$ cat src/rtl/det_log_pkg.sv
// Shared defaults and helpers for the detection event logger.
package det_log_pkg;

    localparam int POS_W_DEF = 16;
    localparam int CNT_W_DEF = 16;
    localparam int DEPTH_DEF = 8;

    // Pointer width for a FIFO of the given depth; never narrower than one bit.
    function automatic int ptrWidth(input int depth);
        return (depth <= 1) ? 1 : $clog2(depth);
    endfunction

endpackage

$ cat src/rtl/det_fifo.sv
// Synchronous show-ahead FIFO; a push into a full FIFO is accepted only when a pop frees a slot.
module det_fifo
    import det_log_pkg::*;
#(
    parameter int WIDTH = POS_W_DEF,
    parameter int DEPTH = DEPTH_DEF
) (
    input  logic             clock,
    input  logic             reset,
    input  logic             clear,
    input  logic             push,
    input  logic [WIDTH-1:0] push_data,
    input  logic             pop,
    output logic             full,
    output logic             empty,
    output logic [WIDTH-1:0] head
);

    localparam int AW = ptrWidth(DEPTH);
    localparam int CW = AW + 1;

    logic [WIDTH-1:0] mem [DEPTH];
    logic [AW-1:0]    wrPtr;
    logic [AW-1:0]    rdPtr;
    logic [CW-1:0]    count;
    logic             doPush;
    logic             doPop;

    assign full   = (count == CW'(DEPTH));
    assign empty  = (count == '0);
    assign doPop  = pop && !empty && !clear;
    assign doPush = push && (!full || doPop) && !clear;

    // Head is forced to zero while empty so the output is defined straight out of reset.
    assign head = empty ? '0 : mem[rdPtr];

    always_ff @(posedge clock or posedge reset) begin
        if (reset) begin
            wrPtr <= '0;
            rdPtr <= '0;
            count <= '0;
        end else if (clear) begin
            wrPtr <= '0;
            rdPtr <= '0;
            count <= '0;
        end else begin
            if (doPush) wrPtr <= wrPtr + 1'b1;
            if (doPop)  rdPtr <= rdPtr + 1'b1;
            case ({doPush, doPop})
                2'b10:   count <= count + CW'(1);
                2'b01:   count <= count - CW'(1);
                default: count <= count;
            endcase
        end
    end

    always_ff @(posedge clock) begin
        if (doPush) mem[wrPtr] <= push_data;
    end

endmodule

$ cat src/rtl/det_event_logger.sv
// Tracks serial bit positions, queues the position of each detection and keeps hit/overflow status.
module det_event_logger
    import det_log_pkg::*;
#(
    parameter int POS_W = POS_W_DEF,
    parameter int DEPTH = DEPTH_DEF,
    parameter int CNT_W = CNT_W_DEF
) (
    input  logic             clock,
    input  logic             reset,
    input  logic             bit_en,
    input  logic             sof,
    input  logic             det,
    input  logic             clear,
    output logic             evt_valid,
    output logic [POS_W-1:0] evt_pos,
    input  logic             evt_ready,
    output logic [CNT_W-1:0] hit_count,
    output logic             overflow
);

    localparam logic [CNT_W-1:0] CNT_MAX = '1;

    logic [POS_W-1:0] pos;
    logic [POS_W-1:0] curPos;
    logic             hitNow;
    logic             popNow;
    logic             fifoFull;
    logic             fifoEmpty;

    assign curPos    = sof ? '0 : pos;
    assign hitNow    = bit_en && det;
    assign evt_valid = !fifoEmpty;
    assign popNow    = evt_valid && evt_ready;

    always_ff @(posedge clock or posedge reset) begin
        if (reset)       pos <= '0;
        else if (clear)  pos <= '0;
        else if (bit_en) pos <= curPos + 1'b1;
    end

    // Every hit counts, including ones the full FIFO has to drop.
    always_ff @(posedge clock or posedge reset) begin
        if (reset)                             hit_count <= '0;
        else if (clear)                        hit_count <= '0;
        else if (hitNow && hit_count != CNT_MAX) hit_count <= hit_count + 1'b1;
    end

    always_ff @(posedge clock or posedge reset) begin
        if (reset)                              overflow <= 1'b0;
        else if (clear)                         overflow <= 1'b0;
        else if (hitNow && fifoFull && !popNow) overflow <= 1'b1;
    end

    det_fifo #(
        .WIDTH (POS_W),
        .DEPTH (DEPTH)
    ) eventFifo (
        .clock     (clock),
        .reset     (reset),
        .clear     (clear),
        .push      (hitNow),
        .push_data (curPos),
        .pop       (popNow),
        .full      (fifoFull),
        .empty     (fifoEmpty),
        .head      (evt_pos)
    );

endmodule
$ cat config.mk
export PLATFORM = sky130hd
export DESIGN_NAME = det_event_logger
export DESIGN_NICKNAME = d
export VERILOG_FILES = /design/src/rtl/det_log_pkg.sv /design/src/rtl/det_fifo.sv /design/src/rtl/det_event_logger.sv
export SDC_FILE = /design/constraint.sdc
export NUM_CORES = 1
export LEC_CHECK = 0
export BUFFER_PORTS_ARGS = -buffer_cell sky130_fd_sc_hd__clkbuf_2
export CORE_ASPECT_RATIO = 1.1
export CORE_MARGIN = 4
export CORE_UTILIZATION = 35
export DETAILED_ROUTE_END_ITERATION = 10
export GPL_TIMING_DRIVEN = 0
export SLEW_MARGIN = 20
export SYNTH_ARGS = -nofsm -noshare
export SYNTH_HDL_FRONTEND = slang
export SYNTH_HIERARCHICAL = 1
export SYNTH_SLANG_ARGS = --single-unit
$ cat constraint.sdc
create_clock -name clock -period 4.9 [get_ports clock]
set_input_delay 0.735 -clock clock [delete_from_list [all_inputs] [get_ports clock]]
set_output_delay 0.735 -clock clock [all_outputs]
set_load 0.005 [all_outputs]
* After elaboration in Yosys (flattened, before gate mapping)
Memories as Yosys holds them, arrays and structs flattened.
Index checks and enable logic that the tools add are counted.
** Word-level totals
- Flip-flop bits (word level) :: 43
- Latch bits :: 0
- RAM bits :: 128
- Memory bits (read-only) :: 0
- Bits of input ports :: 7
- Output and inout bits :: 34
- Logic and storage cells :: 54
- Memories :: 1
** Cells by class
- Add/sub/neg operators :: 6
- Multipliers :: 0
- Div/mod/pow operators :: 0
- Order comparisons :: 0
- Equality and inequality tests :: 4
- Shift operators :: 0
- Multiplexer cells :: 16
- Bitwise operators :: 0
- Reductions and logical operators :: 21
** Memories
- eventFifo.mem :: words 8, width 16, read ports 1, clocked after memory_dff 0, write ports 1, RTL line det_fifo.sv:22 : logic [WIDTH-1:0] mem [DEPTH];
** Operators with widths (number)
- $mux W16 :: 6
- $add A16 B1 Y16 const B :: 2
- $ne A16 B16 Y1 const B :: 1
- $mux W3 :: 4
- $reduce_bool A2 Y1 :: 5
- $logic_and A1 B1 Y1 :: 9
- $pmux W4 S2 :: 1
- $add A3 B1 Y3 const B :: 2
- $add A4 B1 Y4 const B :: 1
- $eq A4 B4 Y1 const B :: 1
- $logic_not A1 Y1 :: 4
- $logic_not A4 Y1 :: 1
- $mux W1 :: 4
- $mux W4 :: 1
- $sub A4 B1 Y4 const B :: 1
- $reduce_bool A3 Y1 :: 1
- $eq A2 B1 Y1 const B :: 1
- $eq A2 B2 Y1 const B :: 1
- $logic_or A1 B1 Y1 :: 1

* Logic depth before layout (Yosys ltp)
- Word-level depth :: 11
- Mapped depth :: 14
- Depth with buffers taken out :: 10

* Hierarchy
Netlist, hierarchy kept.
** By module, submodules not included
- det_fifo :: times used 1, cells an instance 287, area an instance 5582.9 um2
- det_event_logger :: times used 1, cells an instance 226, area an instance 2008.2 um2

* Worst setup path before layout
Ideal clock, no wire load.
- Path kind :: reg2reg
- From :: register eventFifo.count[0]
- To :: memory eventFifo/mem[0][0] (netlist bit) (enable)
- Setup time :: 0.430 ns
- Data arrival time :: 3.370 ns
- Data required time :: 4.470 ns
- Path slack :: 1.100 ns
- Stages on the path, launching flop included :: 10
- Buffers on the path :: 3
- Clock period less this slack :: 3.800 ns
- Cells stage by stage :: dfrtp_1 > or4_1 > buf_2 > clkinv_1 > buf_4 > nor2b_1 > buf_4 > o21ai_2 > or2_2 > nor4_1
** On the way
- Cells in the longest elaborated chain, start to end :: 10
- Elaborated cells between the ends (all ways) :: 12
- Those cells by class :: eq/ne: 1; mux: 2; reduce/logical: 9
** Ends and longest elaborated chain
- from (decl) :: RTL line det_fifo.sv:25 : logic [CW-1:0] count;
- from (signal assigned) :: RTL line det_fifo.sv:50 : 2'b10: count <= count + CW'(1);
- from (signal assigned) :: RTL line det_fifo.sv:51 : 2'b01: count <= count - CW'(1);
- from (signal assigned) :: RTL line det_fifo.sv:52 : default: count <= count;
- $logic_not A4 Y1 :: RTL line det_fifo.sv:30 : assign empty = (count == '0);
- named net fifoEmpty :: RTL line det_event_logger.sv:29 : logic fifoEmpty;
- $logic_not A1 Y1 :: RTL line det_event_logger.sv:33 : assign evt_valid = !fifoEmpty;
- $logic_and A1 B1 Y1 :: RTL line det_event_logger.sv:34 : assign popNow = evt_valid && evt_ready;
- named net popNow :: RTL line det_event_logger.sv:27 : logic popNow;
- $logic_and A1 B1 Y1 (2 in a row) :: RTL line det_fifo.sv:31 : assign doPop = pop && !empty && !clear;
- $logic_or A1 B1 Y1 :: RTL line det_fifo.sv:32 : assign doPush = push && (!full || doPop) && !clear;
- $logic_and A1 B1 Y1 (2 in a row) :: RTL line det_fifo.sv:32
- $mux W1 :: RTL line det_fifo.sv:58 : if (doPush) mem[wrPtr] <= push_data;
- $mux W1 (implied by the code) :: RTL line det_fifo.sv:58
- to (decl) :: RTL line det_fifo.sv:22
The timed path passes the listed nets, and every way through them passes these cells.

* Worst setup path after layout
- From :: register eventFifo.count[0]
- To :: memory eventFifo/mem[0][9] (netlist bit) (enable)
The elaborated chain is that of the path after synthesis.

==> reports/summary.txt <==
Clock Root Buffer: clkbuf_16
min-delay worst type: in2async
skew final: 0.00870 ns
Data arrival, critical path: 3.87 ns
EDFF count, synth: 128
Max clock buf depth: 2
crit-path max FO: 11
Worst Path Buf+Inv: 6
leak pwr: 3.32 nW
Syn Area/Cell: 14.8 um2
CTS tree: yes
Max-Cap Viols: 0
Post-CTS Hold Fix Bufs: 0
post-synthesis xor/xnor area fraction: 0.692%
Seq/Total Area, Yosys: 64.8%
Clock Latency Late Sink: 0.43 ns
Design Power: 0.00298 W
worst setup path class: reg2reg
CTS sink cnt: 171
die width: 148 um
first-pass GRT wire length: 26300 um
Async SR Flop Fraction: 25.1%
final RePlAce weighted congestion: 0.865
Warnings, synthesis: 6
Initial DRC Count: 318
PwrDens: 337 mW/mm2
R2R setup slack: 1.15 ns
Critical Path RT: 5.03 ns
Critical Path, Cell by Cell: or4_1 > buf_2 > clkinv_1 > buf_4 > nor2b_1 > buf_4 > o21ai_2 > or2_2 > nor4_2 > buf_4 > buf_2
worst slew margin relative to its limit: 40.0%
vias in the first global route: 4804
post_cts resized: 0
largest family of logic cells by synthesized area: multiplexers
hold violation count in the final report: 0
largest cells by area after synthesis: edfxtp_1 51%, dfrtp_1 14%, mux4_2 9.5%, mux2i_1 2.8%, nor2_1 2.3%
Yosys top cell area share: 50.6%
number of library cell types mapped by synthesis: 60
Syn Inst Count: 513
chip height: 162 um
# diodes: 0
Top Family by Delay on Critical Path: buffers and inverters
Pins Over Slew Limit: 0
peak supply drop: 0.230 mV
HPWL after DPL: 11500 um
number of buffers created by CTS: 17
Max Clock Freq: 0.267 GHz
number of setup buffers added after CTS: 0
CP Launch Type: flip-flop
setup TNS after final layout: 0 ns
area delta synth->final: 16.7%
initial core utilization: 35.6%
fin util: 41.6%
worst-margin pin slew: 0.899 ns
clock-pin slew on the worst setup and hold paths: 0.07 ns
post-synthesis simple-gate area fraction: 12.5%
Post-Syn Nets: 525
most common cell in the netlist: edfxtp_1
Cell Area, Synth: 0.00759 mm2
drt via density: 5.20
RR Startpoint: eventFifo/count[0]
top cells by count, synth: 128 x edfxtp_1, 46 x nor2_1, 43 x dfrtp_1
nets@finish: 594
Compound-Gate Fraction of Synth Area: 6.12%
H-Tree Depth: 4
share of cells above drive strength 1: 25.7%
Core Rows: 56
GR Overflow Total: 0
# setup viols final: 0
IO Pins: 41
DIE AREA: 0.0241 mm2
outcome: complete, no violations
final WL: 16300 um
adder-cell area share of the yosys netlist: 0.824%
Yosys reg bits: 171
min Tclk post-route: 3.75 ns
RSZ-0062 raised after global routing: no
Post-route DRC: 0
Synth area leader: edfxtp_1
Crit Reg-Reg Endpoint: eventFifo/mem[0][9]
ys flop type: edfxtp_1
I/O Buffers: 38
cell mode on critical path: buf_4
Slowest cell on crit path: dfrtp_1
final period utilization: 76.5%
endpoint class of the critical path: flip-flop
via count: 4601
GRT Overall Usage: 14.2%
Worst path max stage delay: 0.50 ns
initial antenna violation count: 0
drt pass-1 iters: 4
WL/cell: 18.5 um
multiplexer area fraction after synthesis: 12.6%
antenna viol nets, final: 0
reg2reg path depth: 11
core footprint: 0.0213 mm2
largest net degree at the start of global routing: 34
kinds of logic after synthesis:
family | after synthesis
DFF | 171
xor gates and xnor gates | 6
adders and majority gates | 5
buffers and inverters | 40
muxes | 55
AOI/OAI and AO/OA | 78
and+or+nand+nor | 158
flip-flops by register name, summed over array words and instances (netlist names):
name,cells
eventFifo/count,4
pos,16
overflow,1
hit_count,16
eventFifo/mem,128
eventFifo/wrPtr,3
eventFifo/rdPtr,3
metal layers:
layer	GRT usage, %	vias up	wire length (um)
li1	-	2132	-
met1	18.3	2362	7120
met2	24.4	97	8430
met3	3.40	10	656
met4	3.78	0	130
met5	0	-	0
layout by cell type (no fill, tap or decap), drive strengths merged, types with 2 or more instances in the layout:
cell type,instances
or3b,2
nor2b,19
ha,5
nand3b,3
o21ai,22
and4b,3
and4,6
nand2b,5
nand3,8
a31oi,7
xor2,4
xnor2,2
mux2i,21
clkbuf,69
nand2,19
nor3,7
a41oi,2
or3,7
edfxtp,128
clkinv,6
buf,29
and2,3
o31ai,5
mux4,32
mux2,2
nor3b,2
nor4,5
dfrtp,43
nor2,46
a21oi,31
o211ai,2
a22oi,2
nand4,6
inv,16
or4,8
or4b,5
worst max-delay path by stage:
stage / from / to / slack [ns] / depth (start not counted)
after floorplan: eventFifo/count[0] / eventFifo/mem[0][0] / 1.10 / 9
after global placement: eventFifo/count[0] / eventFifo/mem[0][8] / -1.16 / 9
after detailed placement: eventFifo/count[0] / eventFifo/mem[0][8] / 1.19 / 11
after CTS: eventFifo/count[0] / eventFifo/mem[0][6] / 1.16 / 11
after global routing: eventFifo/count[0] / eventFifo/mem[0][9] / 0.94 / 11
final: eventFifo/count[0] / eventFifo/mem[0][9] / 1.15 / 11
stage by stage:
step / setup WS, ns / hold WS (ns) / area [um2] / instances
finish: 1.15 / 0.309 / 8860 / 885
global route: 0.943 / 0.350 / 8860 / 885
floorplan: 1.10 / 0.486 / 7590 / 513
CTS: 1.16 / 0.301 / 8860 / 885
global placement: -1.16 / 0.499 / 8140 / 841
detailed placement: 1.19 / 0.529 / 8280 / 853
power by group:
part	switching (W)	internal [W]
Clock	0.000597	0.000720
Combinational	0.0000668	0.0000391
Sequential	0.00000712	0.00155
area by class of cell:
class,count,area (um2)
Inverter,9,33.8
Fill cell,2008,12400
Clock inverter,15,153
Sequential cell,171,4920
Multi-Input combinational cell,302,2510
Buffer,31,159
Clock buffer,17,425
Tap cell,290,363
Timing Repair Buffer,50,298
(Power assumes the default switching activity.)
